--- src/rtl/l1_snoop_responder.sv ---
// L1 snoop responder: serves L2 coherency snoops against the L1 tag/state
// array, applies the MESI downgrade/invalidate, returns dirty line data.
module l1_snoop_responder #(
  parameter int unsigned ADDR_WIDTH = 32,
  parameter int unsigned DATA_WIDTH = 256,
  parameter int unsigned L1_SETS    = 64,
  parameter int unsigned L1_WAYS    = 4,
  parameter int unsigned LINE_BYTES = 32,
  parameter int unsigned CNT_WIDTH  = 16,
  localparam int unsigned IDX_W = $clog2(L1_SETS),
  localparam int unsigned WAY_W = $clog2(L1_WAYS),
  localparam int unsigned OFF_W = $clog2(LINE_BYTES),
  localparam int unsigned TAG_W = ADDR_WIDTH - OFF_W - IDX_W
) (
  input  logic                  clk_i,
  input  logic                  rst_i,
  input  logic                  snoop_valid_i,
  output logic                  snoop_ready_o,
  input  logic [ADDR_WIDTH-1:0] snoop_addr_i,
  input  logic [1:0]            snoop_type_i,
  output logic                  snoop_rsp_valid_o,
  output logic                  snoop_rsp_hit_o,
  output logic                  snoop_rsp_data_valid_o,
  output logic [DATA_WIDTH-1:0] snoop_rsp_data_o,
  output logic                  arr_req_o,
  input  logic                  arr_gnt_i,
  output logic                  tag_rd_en_o,
  output logic [IDX_W-1:0]      tag_rd_idx_o,
  output logic [TAG_W-1:0]      tag_rd_tag_o,
  input  logic                  tag_rd_hit_i,
  input  logic [WAY_W-1:0]      tag_rd_way_i,
  input  logic [1:0]            tag_rd_state_i,
  output logic                  st_wr_en_o,
  output logic [IDX_W-1:0]      st_wr_idx_o,
  output logic [WAY_W-1:0]      st_wr_way_o,
  output logic [1:0]            st_wr_state_o,
  output logic                  data_rd_en_o,
  output logic [IDX_W-1:0]      data_rd_idx_o,
  output logic [WAY_W-1:0]      data_rd_way_o,
  input  logic [DATA_WIDTH-1:0] data_rd_data_i,
  output logic [CNT_WIDTH-1:0]  snoop_hit_cnt_o,
  output logic [CNT_WIDTH-1:0]  snoop_wb_cnt_o
);

  localparam logic [1:0] SNP_READ = 2'b00;
  localparam logic [1:0] SNP_RSVD = 2'b11;

  localparam logic [1:0] MESI_I = 2'b00;
  localparam logic [1:0] MESI_S = 2'b01;
  localparam logic [1:0] MESI_M = 2'b11;

  typedef enum logic [2:0] {
    IDLE     = 3'd0,
    LOOKUP   = 3'd1,
    TAG_CHK  = 3'd2,
    DATA_CAP = 3'd3,
    RESP     = 3'd4
  } state_e;

  state_e                state_q;
  logic [ADDR_WIDTH-1:0] addr_q;
  logic [1:0]            type_q;
  logic                  hit_q;
  logic                  dv_q;
  logic [DATA_WIDTH-1:0] data_q;
  logic [CNT_WIDTH-1:0]  hit_cnt_q;
  logic [CNT_WIDTH-1:0]  wb_cnt_q;

  logic       line_hit;
  logic       wr_chg;
  logic [1:0] wr_state;
  logic       need_data;
  logic       in_chk;
  logic [IDX_W-1:0] snp_idx;

  assign snp_idx = addr_q[OFF_W +: IDX_W];

  // MESI transition decode for the line returned by the tag lookup
  always_comb begin
    line_hit  = 1'b0;
    wr_chg    = 1'b0;
    wr_state  = MESI_I;
    need_data = 1'b0;
    if (tag_rd_hit_i && (tag_rd_state_i != MESI_I)) begin
      line_hit  = 1'b1;
      need_data = (tag_rd_state_i == MESI_M);
      if (type_q == SNP_READ) begin
        if (tag_rd_state_i != MESI_S) begin
          wr_chg   = 1'b1;
          wr_state = MESI_S;
        end
      end else begin
        wr_chg   = 1'b1;
        wr_state = MESI_I;
      end
    end
  end

  // Array strobes are suppressed in a reset cycle so an abandoned snoop leaves the array untouched
  assign in_chk        = (state_q == TAG_CHK) && !rst_i;
  assign snoop_ready_o = (state_q == IDLE);
  assign arr_req_o     = (state_q == LOOKUP) || (state_q == TAG_CHK);
  assign tag_rd_en_o   = (state_q == LOOKUP) && arr_gnt_i;
  assign tag_rd_idx_o  = snp_idx;
  assign tag_rd_tag_o  = addr_q[ADDR_WIDTH-1 -: TAG_W];

  assign st_wr_en_o    = in_chk && wr_chg;
  assign st_wr_idx_o   = st_wr_en_o ? snp_idx : '0;
  assign st_wr_way_o   = st_wr_en_o ? tag_rd_way_i : '0;
  assign st_wr_state_o = st_wr_en_o ? wr_state : 2'b00;

  assign data_rd_en_o  = in_chk && need_data;
  assign data_rd_idx_o = data_rd_en_o ? snp_idx : '0;
  assign data_rd_way_o = data_rd_en_o ? tag_rd_way_i : '0;

  assign snoop_rsp_valid_o      = (state_q == RESP);
  assign snoop_rsp_hit_o        = (state_q == RESP) && hit_q;
  assign snoop_rsp_data_valid_o = (state_q == RESP) && dv_q;
  assign snoop_rsp_data_o       = ((state_q == RESP) && dv_q) ? data_q : '0;

  assign snoop_hit_cnt_o = hit_cnt_q;
  assign snoop_wb_cnt_o  = wb_cnt_q;

  // Snoop sequencing FSM with captured request, response flags and statistics
  always_ff @(posedge clk_i) begin
    if (rst_i) begin
      state_q   <= IDLE;
      addr_q    <= '0;
      type_q    <= 2'b00;
      hit_q     <= 1'b0;
      dv_q      <= 1'b0;
      data_q    <= '0;
      hit_cnt_q <= '0;
      wb_cnt_q  <= '0;
    end else begin
      case (state_q)
        IDLE: begin
          if (snoop_valid_i) begin
            addr_q  <= snoop_addr_i;
            type_q  <= snoop_type_i;
            hit_q   <= 1'b0;
            dv_q    <= 1'b0;
            data_q  <= '0;
            state_q <= (snoop_type_i == SNP_RSVD) ? RESP : LOOKUP;
          end
        end
        LOOKUP: begin
          if (arr_gnt_i) state_q <= TAG_CHK;
        end
        TAG_CHK: begin
          hit_q   <= line_hit;
          dv_q    <= need_data;
          state_q <= need_data ? DATA_CAP : RESP;
        end
        DATA_CAP: begin
          data_q  <= data_rd_data_i;
          state_q <= RESP;
        end
        RESP: begin
          if (hit_q && (hit_cnt_q != {CNT_WIDTH{1'b1}}))
            hit_cnt_q <= hit_cnt_q + CNT_WIDTH'(1);
          if (dv_q && (wb_cnt_q != {CNT_WIDTH{1'b1}}))
            wb_cnt_q <= wb_cnt_q + CNT_WIDTH'(1);
          state_q <= IDLE;
        end
        default: state_q <= IDLE;
      endcase
    end
  end

endmodule

--- config.mk ---
export PLATFORM = sky130hd
export DESIGN_NAME = l1_snoop_responder
export DESIGN_NICKNAME = d
export VERILOG_FILES = /design/src/rtl/l1_snoop_responder.sv
export SDC_FILE = /design/constraint.sdc
export NUM_CORES = 1
export LEC_CHECK = 0
export BUFFER_PORTS_ARGS = -buffer_cell sky130_fd_sc_hd__buf_4
export CORE_AREA = 2 2 252 254
export DETAILED_ROUTE_END_ITERATION = 6
export DIE_AREA = 0 0 254 256
export GPL_ROUTABILITY_DRIVEN = 1
export PLACE_DENSITY_LB_ADDON = 0.15
export SETUP_SLACK_MARGIN = 0.3
export SYNTH_ARGS = -nofsm -noshare
export SYNTH_HDL_FRONTEND = slang
export SYNTH_SLANG_ARGS = --single-unit
--- constraint.sdc ---
create_clock -name clk_i -period 1.58 [get_ports clk_i]
set_input_delay 0.237 -clock clk_i [delete_from_list [all_inputs] [get_ports clk_i]]
set_output_delay 0.237 -clock clk_i [all_outputs]
set_load 0.01 [all_outputs]
==> impl_metrics.yaml <==
timing:
  tightest_slew_ns: 0.663
  grt_setup_unrepaired: "yes"
  slew_headroom_pct: 55.8
  fin_ws_ns: -0.783
  skew_ns: 0.0111
  setup_viol: 411
  fmax_ghz: 0.423
  period_needed_ns: 2.36
  min_period_over_period_pct: 150
  hold_slack_ns: 0.0545
  finalHoldViolCount: 0
  maxSlewViolCount: 0
worst_setup_path:
  path_cells: "nor3b_4 > nand2_2 > inv_6 > buf_12 > buf_12 > buf_12 > buf_16 > and2_4 > buf_6"
  crit_type: "flip-flop to output port"
  worst_ep_required_time_ns: 1.34
  reg2reg_depth: 9
  r2r_end: "snoop_wb_cnt_o[15]$_SDFFE_PP0P_"
  worstSetupEndpointType: "output port"
  crit_top_cell: "buf_12"
  crit_slowest_cell: "dfxtp_2"
  cp-start-kind: "flip-flop"
  regToRegSetupSlack_ns: -0.48
  slowest_delay_ns: 0.37
  critPathBufInv: 6
  cp_max_fo: 10
  critPathTopFamily: "buffers and inverters"
  worstPathArrival_ns: 2.13
  r2r_start: "state_q[2]$_SDFFE_PP0P_"
synth:
  synth_edf_count: 0
  ys_warn_count: 0
  yosys-top-cells-area: "dfxtp_1 (47%), and2_1 (12%), a21oi_1 (12%), nand3_1 (9.7%), nand2_1 (8.9%)"
  synth_top_area_share_pct: 46.5
  synth_top_area_cell: "dfxtp_1"
  synthesis.area_um2: 13900
  ys_seq_elements: 322
  synthDistinctLibCells: 44
  seq_area_frac_synth_pct: 46.5
  netlist_instances: 1799
  synthArstFlopShare_pct: 0
  synth_ff_type: "dfxtp_1"
  syn_nets: 2100
  syn_avg_cell_area_um2: 7.71
detailed_routing:
  via_count: 16400
  viasPerCell: 4.48
  wl_per_cell_um: 16.8
  drt_iter0_drc: 783
  drc: 0
  finalWirelength_um: 61400
  dr.pass1.iters: 5
  final_antenna_net_count: 0
global_route:
  grt_overflow: 0
  grt_max_degree: 120
  grt_pass1_vias: 16700
  antenna_found_initial: 8
  grt_pass1_wl_um: 94000
  grt_use_total_pct: 18.1
clocking:
  clock_latency_ns: 0.55
  cts_made_buffers: 41
  htreeDepth: 2
  path_clk_slew_ns: 0.06
  cts_max_path_buffers: 3
  cts_tree: "done"
  cts_sinks: 322
  root_buffer: "clkbuf_16"
pwr:
  power_density_nw_per_um2: 776
  power.share.clock_pct: 47.6
  p_seq_share_pct: 40.7
  p_leak_nw: 10.9
  power.total_mw: 20.4
  pwr-share-comb_pct: 11.7
  p_sw_share_pct: 23.9
  p_int_mw: 15.5
  peakVddDrop_mv: 0.777
  switchingPower_mw: 4.86
run_status:
  violations: "setup timing"
  outcome: "finished, violations left"
placement:
  dp_slack_ns: -0.203
  gp_congestion: 0.799
  dp_hpwl_um: 42900
  io_buffers: 633
cells_and_area:
  most-common-layout-cells: "buf_4 (697), nand2_1 (324), a21oi_1 (319), dfxtp_1 (319), dlygate4sd3_1 (287)"
  nets: 3084
  synthToLayoutAreaGrowth_pct: 89.4
  drive_gt1_share_pct: 39.7
  final_common_cell: "buf_4"
floorplan:
  core_area_um2: 62400
  die_area_um2: 65000
  rows: 92
  initial_utilization_pct: 22.2
  io_pins: 640
  die_h_um: 256
  die_w_um: 254
worst_hold_path:
  min-delay-start: "tag_rd_state_i[0]"
  min_path_type: "input port to flip-flop"
  min_to: "hit_q$_SDFFE_PP0P_"
  whs_path_depth: 3
run:
  maxCapViolations: 0
repair_timing:
item / 4_1_cts / 5_1_grt
cloned: 7 / 1
setup buffers: 18 / 3
gates resized for setup: 97 / 23
pin swaps: 1 / 5
hold buffers: 287 / 0
setup endpoints to repair: 658 / 661
hold endpoints to repair: 287 / 0
flip-flops by register name, summed over array words and instances (netlist names):
name	cells
dv_q	1
type_q	2
snoop_wb_cnt_o	16
hit_q	1
addr_q	27
snoop_hit_cnt_o	16
data_q	256
state_q	3
worst min-delay path, delay by kind of cell:
family          cells  cell delay, ns
compound gates      2            0.22
buf+inv             1            0.11
power by group through the flow:
stage / logic (mW) / clock network, mW / registers (mW)
finish: 2.39 / 9.70 / 8.29
global route: 2.58 / 10.3 / 8.30
CTS: 2.41 / 10.0 / 8.29
detailed placement: 1.78 / 0 / 8.46
global placement: 1.78 / 0 / 8.46
floorplan: 0.626 / 0 / 8.47
layer usage:
metal / GRT usage [%] / vias up / routed length [um]
met1: 21.4 / 7750 / 24700
met5: 0 / - / 7
li1: - / 8039 / -
met4: 5.98 / 2 / 1660
met3: 4.07 / 95 / 3990
met2: 32.1 / 522 / 31100
cells by family (layout without fill, tap and decap cells):
| kind of cell | after synthesis | count (layout) | share of synthesized area (%) |
|---|---|---|---|
| buf+inv | 170 | 1184 | 4.89 |
| fa+ha+maj | 2 | 2 | 0.180 |
| mux | 1 | 1 | 0.0812 |
| other cells | 1 | 6 | 0.0271 |
| simple gates | 943 | 943 | 34.8 |
| flops | 322 | 322 | 46.5 |
| compound gates | 358 | 358 | 13.4 |
| xor+xnor | 2 | 2 | 0.126 |
stage by stage:
step | instance area (um^2) | std cells | util (%) | TNS [ns]
after floorplan | 14600 | 1799 | - | -46.48
after global placement | 21200 | 3270 | 33.9 | -33.64
after detailed placement | 21200 | 3270 | 33.9 | -40.35
after CTS | 26100 | 3655 | 41.9 | -193.90
after global routing | 26300 | 3664 | 42.1 | -246.52
final | 26300 | 3664 | 42.1 | -198.66
synthesized netlist by cell type, types with 2 or more instances:
| library cell | number |
|---|---|
| a211oi_1 | 5 |
| a21oi_1 | 319 |
| and2_1 | 273 |
| and3_1 | 4 |
| and4_1 | 4 |
| buf_1 | 8 |
| buf_2 | 19 |
| buf_4 | 3 |
| clkbuf_1 | 133 |
| dfxtp_1 | 322 |
| ha_1 | 2 |
| inv_1 | 5 |
| nand2_1 | 327 |
| nand2_2 | 2 |
| nand3_1 | 269 |
| nand3b_1 | 3 |
| nand4_1 | 11 |
| nor2_1 | 7 |
| nor3_1 | 4 |
| nor3b_1 | 3 |
| nor4b_2 | 2 |
| o211ai_1 | 2 |
| o21ai_0 | 12 |
| o31ai_1 | 16 |
| or2_2 | 2 |
| or3_1 | 10 |
| or4_1 | 15 |
layout make-up:
type                    count  area [um^2]
repair buffers           1104         9970
inverters                   7         36.3
diodes                      5         12.5
multi-input cells        1307         7340
clock buffers              61         1210
well taps                 846         1060
fillers                  6282        36100
flip-flops and latches    322         6450
clock inverters            12          168
worst max-delay path by stage:
stage                             from                          endpoint  slack [ns]  cells past startpoint
5_1_grt        state_q[2]$_SDFFE_PP0P_                  data_rd_idx_o[5]       -0.88                      8
2_1_floorplan  state_q[1]$_SDFFE_PP0P_  snoop_hit_cnt_o[15]$_SDFFE_PP0P_       -0.16                      7
4_1_cts        state_q[2]$_SDFFE_PP0P_                  data_rd_idx_o[5]       -0.76                      8
6_report       state_q[2]$_SDFFE_PP0P_              snoop_rsp_data_o[60]       -0.78                      9
3_3_place_gp   state_q[2]$_SDFFE_PP0P_   snoop_wb_cnt_o[15]$_SDFFE_PP0P_       -0.20                      7
3_5_place_dp   state_q[2]$_SDFFE_PP0P_              snoop_rsp_data_o[83]       -0.20                      7
Note: power is estimated with default switching activity, not from simulation.
